[src/rtl/arm_pipe_pkg.sv]
// Shared pipeline types: the per-slot in-flight write record and the bypass-select encoding.
package arm_pipe_pkg;

  // Holds any register address up to 8 bits; narrower addresses are zero-extended.
  localparam int SLOT_DEST_W = 8;
  localparam int FWD_REGFILE = 0;

  typedef struct packed {
    logic                   valid;
    logic                   wb_en;
    logic                   mem_r;
    logic [SLOT_DEST_W-1:0] dest;
  } slot_t;

endpackage

[src/rtl/hs_match.sv]
// Per-source priority comparator: finds the youngest in-flight writer of src among the
// hazard-relevant slots and reports whether that writer is a load.
module hs_match
  import arm_pipe_pkg::*;
#(
  parameter int N     = 2,
  parameter int SEL_W = 2
) (
  input  slot_t                  slots [N],
  input  logic [SLOT_DEST_W-1:0] src,
  input  logic                   src_use,
  output logic                   hit,
  output logic [SEL_W-1:0]       idx,
  output logic                   is_load
);

  always_comb begin
    hit     = 1'b0;
    idx     = '0;
    is_load = 1'b0;
    // Oldest first, so the youngest match overwrites and wins.
    for (int k = N - 1; k >= 0; k--) begin
      if (src_use && slots[k].valid && slots[k].wb_en && slots[k].dest == src) begin
        hit     = 1'b1;
        idx     = SEL_W'(k);
        is_load = slots[k].mem_r;
      end
    end
  end

endmodule

[src/rtl/hazard_scoreboard.sv]
// RAW hazard / forwarding unit: tracks in-flight writes after ID, stalls ID on unresolved
// hazards (combinational), issues registered EX bypass selects and counts stall cycles.
module hazard_scoreboard
  import arm_pipe_pkg::*;
#(
  parameter int  REG_W      = 4,
  parameter int  DEPTH      = 3,
  parameter int  LOAD_READY = 2,
  parameter int  CNT_W      = 16,
  localparam int SEL_W      = $clog2(DEPTH)
) (
  input  logic             clk,
  input  logic             rst,
  input  logic             forward_en,
  input  logic             flush,
  input  logic             id_valid,
  input  logic             id_wb_en,
  input  logic             id_mem_r_en,
  input  logic [REG_W-1:0] id_dest,
  input  logic [REG_W-1:0] id_src1,
  input  logic             id_src1_use,
  input  logic [REG_W-1:0] id_src2,
  input  logic             id_src2_use,
  output logic             stall,
  output logic [SEL_W-1:0] fwd_sel1,
  output logic [SEL_W-1:0] fwd_sel2,
  output logic [CNT_W-1:0] stall_cnt
);

  // The WB slot never causes a hazard (write-before-read regfile), so only EX..DEPTH-2 are stored.
  localparam int NS = DEPTH - 1;

  slot_t            slot_q [NS];
  slot_t            slot_d [NS];
  logic             hit1, hit2, ld1, ld2;
  logic [SEL_W-1:0] idx1, idx2;
  logic             hz1, hz2, issue;
  logic [SEL_W-1:0] fwd_sel1_d, fwd_sel1_q, fwd_sel2_d, fwd_sel2_q;
  logic [CNT_W-1:0] stall_cnt_d, stall_cnt_q;

  hs_match #(.N(NS), .SEL_W(SEL_W)) u_match1 (
    .slots   (slot_q),
    .src     (SLOT_DEST_W'(id_src1)),
    .src_use (id_src1_use),
    .hit     (hit1),
    .idx     (idx1),
    .is_load (ld1)
  );

  hs_match #(.N(NS), .SEL_W(SEL_W)) u_match2 (
    .slots   (slot_q),
    .src     (SLOT_DEST_W'(id_src2)),
    .src_use (id_src2_use),
    .hit     (hit2),
    .idx     (idx2),
    .is_load (ld2)
  );

  always_comb begin
    // A producer found at slot k is at slot k+1 when the consumer reaches EX.
    hz1   = hit1 && (!forward_en || (ld1 && (int'(idx1) + 1 < LOAD_READY)));
    hz2   = hit2 && (!forward_en || (ld2 && (int'(idx2) + 1 < LOAD_READY)));
    stall = id_valid && !flush && (hz1 || hz2);
    issue = id_valid && !stall && !flush;

    slot_d[0] = '0;
    if (issue) begin
      slot_d[0].valid = 1'b1;
      slot_d[0].wb_en = id_wb_en;
      slot_d[0].mem_r = id_mem_r_en;
      slot_d[0].dest  = SLOT_DEST_W'(id_dest);
    end
    for (int k = 1; k < NS; k++) slot_d[k] = slot_q[k-1];

    fwd_sel1_d = SEL_W'(FWD_REGFILE);
    fwd_sel2_d = SEL_W'(FWD_REGFILE);
    if (issue && forward_en && hit1) fwd_sel1_d = idx1 + SEL_W'(1);
    if (issue && forward_en && hit2) fwd_sel2_d = idx2 + SEL_W'(1);

    stall_cnt_d = stall_cnt_q;
    if (stall && stall_cnt_q != '1) stall_cnt_d = stall_cnt_q + CNT_W'(1);
  end

  always_ff @(posedge clk) begin
    if (rst) begin
      for (int k = 0; k < NS; k++) slot_q[k] <= '0;
      fwd_sel1_q  <= '0;
      fwd_sel2_q  <= '0;
      stall_cnt_q <= '0;
    end else begin
      slot_q      <= slot_d;
      fwd_sel1_q  <= fwd_sel1_d;
      fwd_sel2_q  <= fwd_sel2_d;
      stall_cnt_q <= stall_cnt_d;
    end
  end

  assign fwd_sel1  = fwd_sel1_q;
  assign fwd_sel2  = fwd_sel2_q;
  assign stall_cnt = stall_cnt_q;

endmodule

[config.mk]
export PLATFORM = sky130hd
export DESIGN_NAME = hazard_scoreboard
export DESIGN_NICKNAME = d
export VERILOG_FILES = /design/src/rtl/arm_pipe_pkg.sv /design/src/rtl/hs_match.sv /design/src/rtl/hazard_scoreboard.sv
export SDC_FILE = /design/constraint.sdc
export NUM_CORES = 1
export LEC_CHECK = 0
export ABC_CLOCK_PERIOD_IN_PS = 3000
export BUFFER_PORTS_ARGS = -buffer_cell sky130_fd_sc_hd__buf_4
export CAP_MARGIN = 20
export CORE_ASPECT_RATIO = 1.1
export CORE_MARGIN = 1
export CORE_UTILIZATION = 51
export CTS_CLUSTER_SIZE = 12
export DETAILED_ROUTE_END_ITERATION = 8
export PLACE_DENSITY = 0.88
export SKIP_CTS_REPAIR_TIMING = 1
export SLEW_MARGIN = 10
export SYNTH_ARGS = -nofsm -noshare
export SYNTH_HDL_FRONTEND = slang
export SYNTH_SLANG_ARGS = --single-unit
[constraint.sdc]
create_clock -name clk -period 3 [get_ports clk]
set_input_delay 0.45 -clock clk [delete_from_list [all_inputs] [get_ports clk]]
set_output_delay 0.45 -clock clk [all_outputs]
set_load 0.05 [all_outputs]
==> metrics.cfg <==
[synthesis]
synth_xor_area_frac = 0.104
post_synth.cell_area_avg_um2 = 9.64
ys_seq_elements = 33
async_reset_ff_frac = 0
mappedNetlistArea_mm2 = 0.00151
yosysWarningCount = 0
synth_fa_ha_area_frac = 0.00826
synth_edf_count = 0
syn_inst = 157
synth-compound-area-share = 0.136
synth_top_family_by_area = simple AND/OR/NAND/NOR gates
yosys.area_share.simple = 0.281
muxShareOfSynthArea = 0.0140
synth_ff_type = sky130_fd_sc_hd__dfxtp_1
syn-num-nets = 179
ys_types = 36
synth.yosys.seq_area_share = 0.436

[place]
post_dp_cell_area_mm2 = 0.00185
gp_congestion = 0.761
dpl.hpwl_um = 2290
io_buf_count = 41
numPlacedInstances = 228

[timing]
timing.slew.headroom = 0.595
period_minus_slack_ns = 2.56
fin_crit_sh = 0.853
hold_viol_final = 0
fmax_mhz = 391
timing.final.max_slew_violations = 0
timing.final.setup_violations = 0
whs_ns = 0.330
tns_ns = 0
skew_ns = 0.0132
worstMarginPinSlew_ns = 0.605
rsz0062_at_grt = no

[floorplan]
design.die.area_mm2 = 0.00319
top_level_ports = 42
initial_core_utilization = 0.540
core-area_mm2 = 0.00280
fp-row-count = 20
chipWidth_um = 54.0
die-height_um = 59.1

[route]
drt-total-wl_um = 3140
drcViolationCount = 0
dr_total_vias = 1329
detailedRoute.firstIterationViolations = 18
wl_per_cell_um = 13.3
antenna_violating_nets_post_route = 0
detail_route.vias_per_cell = 5.66
drt_pass1_iterations = 5

[clock_tree]
cts_sinks = 33
cts-root-buf = sky130_fd_sc_hd__clkbuf_4
cts-buffers-inserted = 5
clk_transition_reported_paths_ns = 0.09
cts_max_level = 2
tritoncts = yes
max-clock-path-buffers = 2
clk_latency_ns = 0.32

[cells_and_area]
syn2layout_area_growth_pct = 25.6
post_route_cells_drive_above_1_share = 0.282
final_cell_count_no_fill = 235
final_net_count = 224
n_fill_cell = 237
diodes = 0
final_design_area_no_fill_mm2 = 0.00190

[pwr]
static-leakage-power_nw = 0.746
power.density_cell_area_mw_per_mm2 = 389
peakVddDrop_mv = 0.372
fin_total_pwr_mw = 0.740

[setup_path]
critical_path_peak_fanout = 5
r2r_start = slot_d[0]
cp.arrival_ns = 2.11
timing_worst_setup_path_type = flop to output pin
critical_path_required_ns = 2.55
setup.worst_path.end_class = output pin
cp-start-kind = flop
worstSetupStartpoint = slot_d[0]

[grt]
grt_antenna_before_repair = 0
overflow_left_after_global_routing = 0
grt_pass1_vias = 1222
largest_net_degree_at_the_start_of_global_routing = 28
gr-usage-all-layers = 0.218
grt_first_pass_wirelength_um = 5020

[status]
status = complete, no violations

[min_path]
timing.hold.worst.class = input pin to flop
hold_path_startpoint = id_mem_r_en

[job]
max_cap_viols = 0

[kinds of logic after synthesis]
group / Yosys count
buffers and inverters: 6
adder cells (fa/ha/maj): 1
AND/OR/NAND/NOR: 69
XOR/XNOR: 18
flip-flops: 33
AO/OA/AOI/OAI: 28
multiplexers: 2
[critical path, stage by stage, from the launching register on]
cell and delay (ns):
sky130_fd_sc_hd__dfxtp_1 0.35, sky130_fd_sc_hd__xor2_1 0.18, sky130_fd_sc_hd__or4_4 0.58, sky130_fd_sc_hd__a21boi_2 0.30, sky130_fd_sc_hd__nor2_1 0.07, sky130_fd_sc_hd__nor2_1 0.11, sky130_fd_sc_hd__buf_4 0.21
[state kept, by name (all words and copies together), names as in the netlist]
register and count:
fwd_sel1 2, fwd_sel2 2, slot_d 7, slot_q 6, stall_cnt 16
[area by class of cell]
type,instances,area [µm²],share of cell area
clock buffers,7,55.1,0.0289
inverters,2,7.51,0.00395
multi-input cells,118,822,0.432
flip-flops and latches,33,661,0.347
well taps,33,41.3,0.0217
repair buffers,42,315,0.166
[layout by cell type, fill, tap and decap left out, types with 2 or more instances in the layout]
cell type / synthesis / layout
sky130_fd_sc_hd__a21oi_1: 11 / 11
sky130_fd_sc_hd__and2_1: 6 / 6
sky130_fd_sc_hd__and3_1: 4 / 4
sky130_fd_sc_hd__buf_4: 0 / 42
sky130_fd_sc_hd__clkbuf_4: 0 / 5
sky130_fd_sc_hd__dfxtp_1: 33 / 33
sky130_fd_sc_hd__inv_1: 2 / 2
sky130_fd_sc_hd__nand2_1: 2 / 2
sky130_fd_sc_hd__nand3_1: 6 / 6
sky130_fd_sc_hd__nand4_1: 10 / 10
sky130_fd_sc_hd__nor2_1: 9 / 9
sky130_fd_sc_hd__nor2b_1: 7 / 7
sky130_fd_sc_hd__nor3_1: 2 / 2
sky130_fd_sc_hd__nor3b_1: 3 / 3
sky130_fd_sc_hd__o21ai_0: 7 / 7
sky130_fd_sc_hd__o31ai_1: 4 / 4
sky130_fd_sc_hd__or3_1: 8 / 8
sky130_fd_sc_hd__or4_1: 4 / 4
sky130_fd_sc_hd__or4_4: 3 / 3
sky130_fd_sc_hd__xnor2_1: 6 / 6
sky130_fd_sc_hd__xor2_1: 12 / 12
[synthesized netlist by cell type, types with 2 or more instances]
cell type	number	area [µm²]
sky130_fd_sc_hd__nor3_1	2	10.0
sky130_fd_sc_hd__nand3_1	6	30.0
sky130_fd_sc_hd__inv_1	2	7.51
sky130_fd_sc_hd__nor2_1	9	33.8
sky130_fd_sc_hd__xor2_1	12	105
sky130_fd_sc_hd__or4_1	4	30.0
sky130_fd_sc_hd__dfxtp_1	33	661
sky130_fd_sc_hd__and3_1	4	25.0
sky130_fd_sc_hd__clkbuf_1	2	7.51
sky130_fd_sc_hd__or4_4	3	33.8
sky130_fd_sc_hd__or3_1	8	50.1
sky130_fd_sc_hd__a21oi_1	11	55.1
sky130_fd_sc_hd__nor3b_1	3	22.5
sky130_fd_sc_hd__xnor2_1	6	52.6
sky130_fd_sc_hd__and2_1	6	37.5
sky130_fd_sc_hd__o21ai_0	7	35.0
sky130_fd_sc_hd__nor2b_1	7	43.8
sky130_fd_sc_hd__o31ai_1	4	30.0
sky130_fd_sc_hd__nand2_1	2	7.51
sky130_fd_sc_hd__nand4_1	10	62.6
[stage by stage]
stage                util  setup slack [ns]
CTS                 0.679             0.413
finish              0.679             0.440
global placement    0.659             0.456
detailed placement  0.659             0.383
floorplan               -             0.395
global route        0.679             0.351
[worst paths after layout]
path	cells past startpoint	slack, ns	end
max	6	0.44	stall
min	2	0.33	slot_d[8]
max reg2reg	6	0.59	stall_cnt[14]
min reg2reg	1	0.49	slot_q[9]
[power by group]
group	internal, mW	switching [mW]	leakage, nW
clock	0.111	0.134	0.0314
sequential	0.442	0.00331	0.267
combinational	0.0288	0.0216	0.448
[routing by layer]
layer | wire length [µm] | vias to the layer above | global-route usage
li1 | - | 666 | -
met2 | 1640 | 42 | 0.372
met3 | 167 | 5 | 0.0564
met1 | 1290 | 616 | 0.242
met4 | 41 | 0 | 0.113
met5 | 0 | - | 0
(Power assumes the default switching activity.)
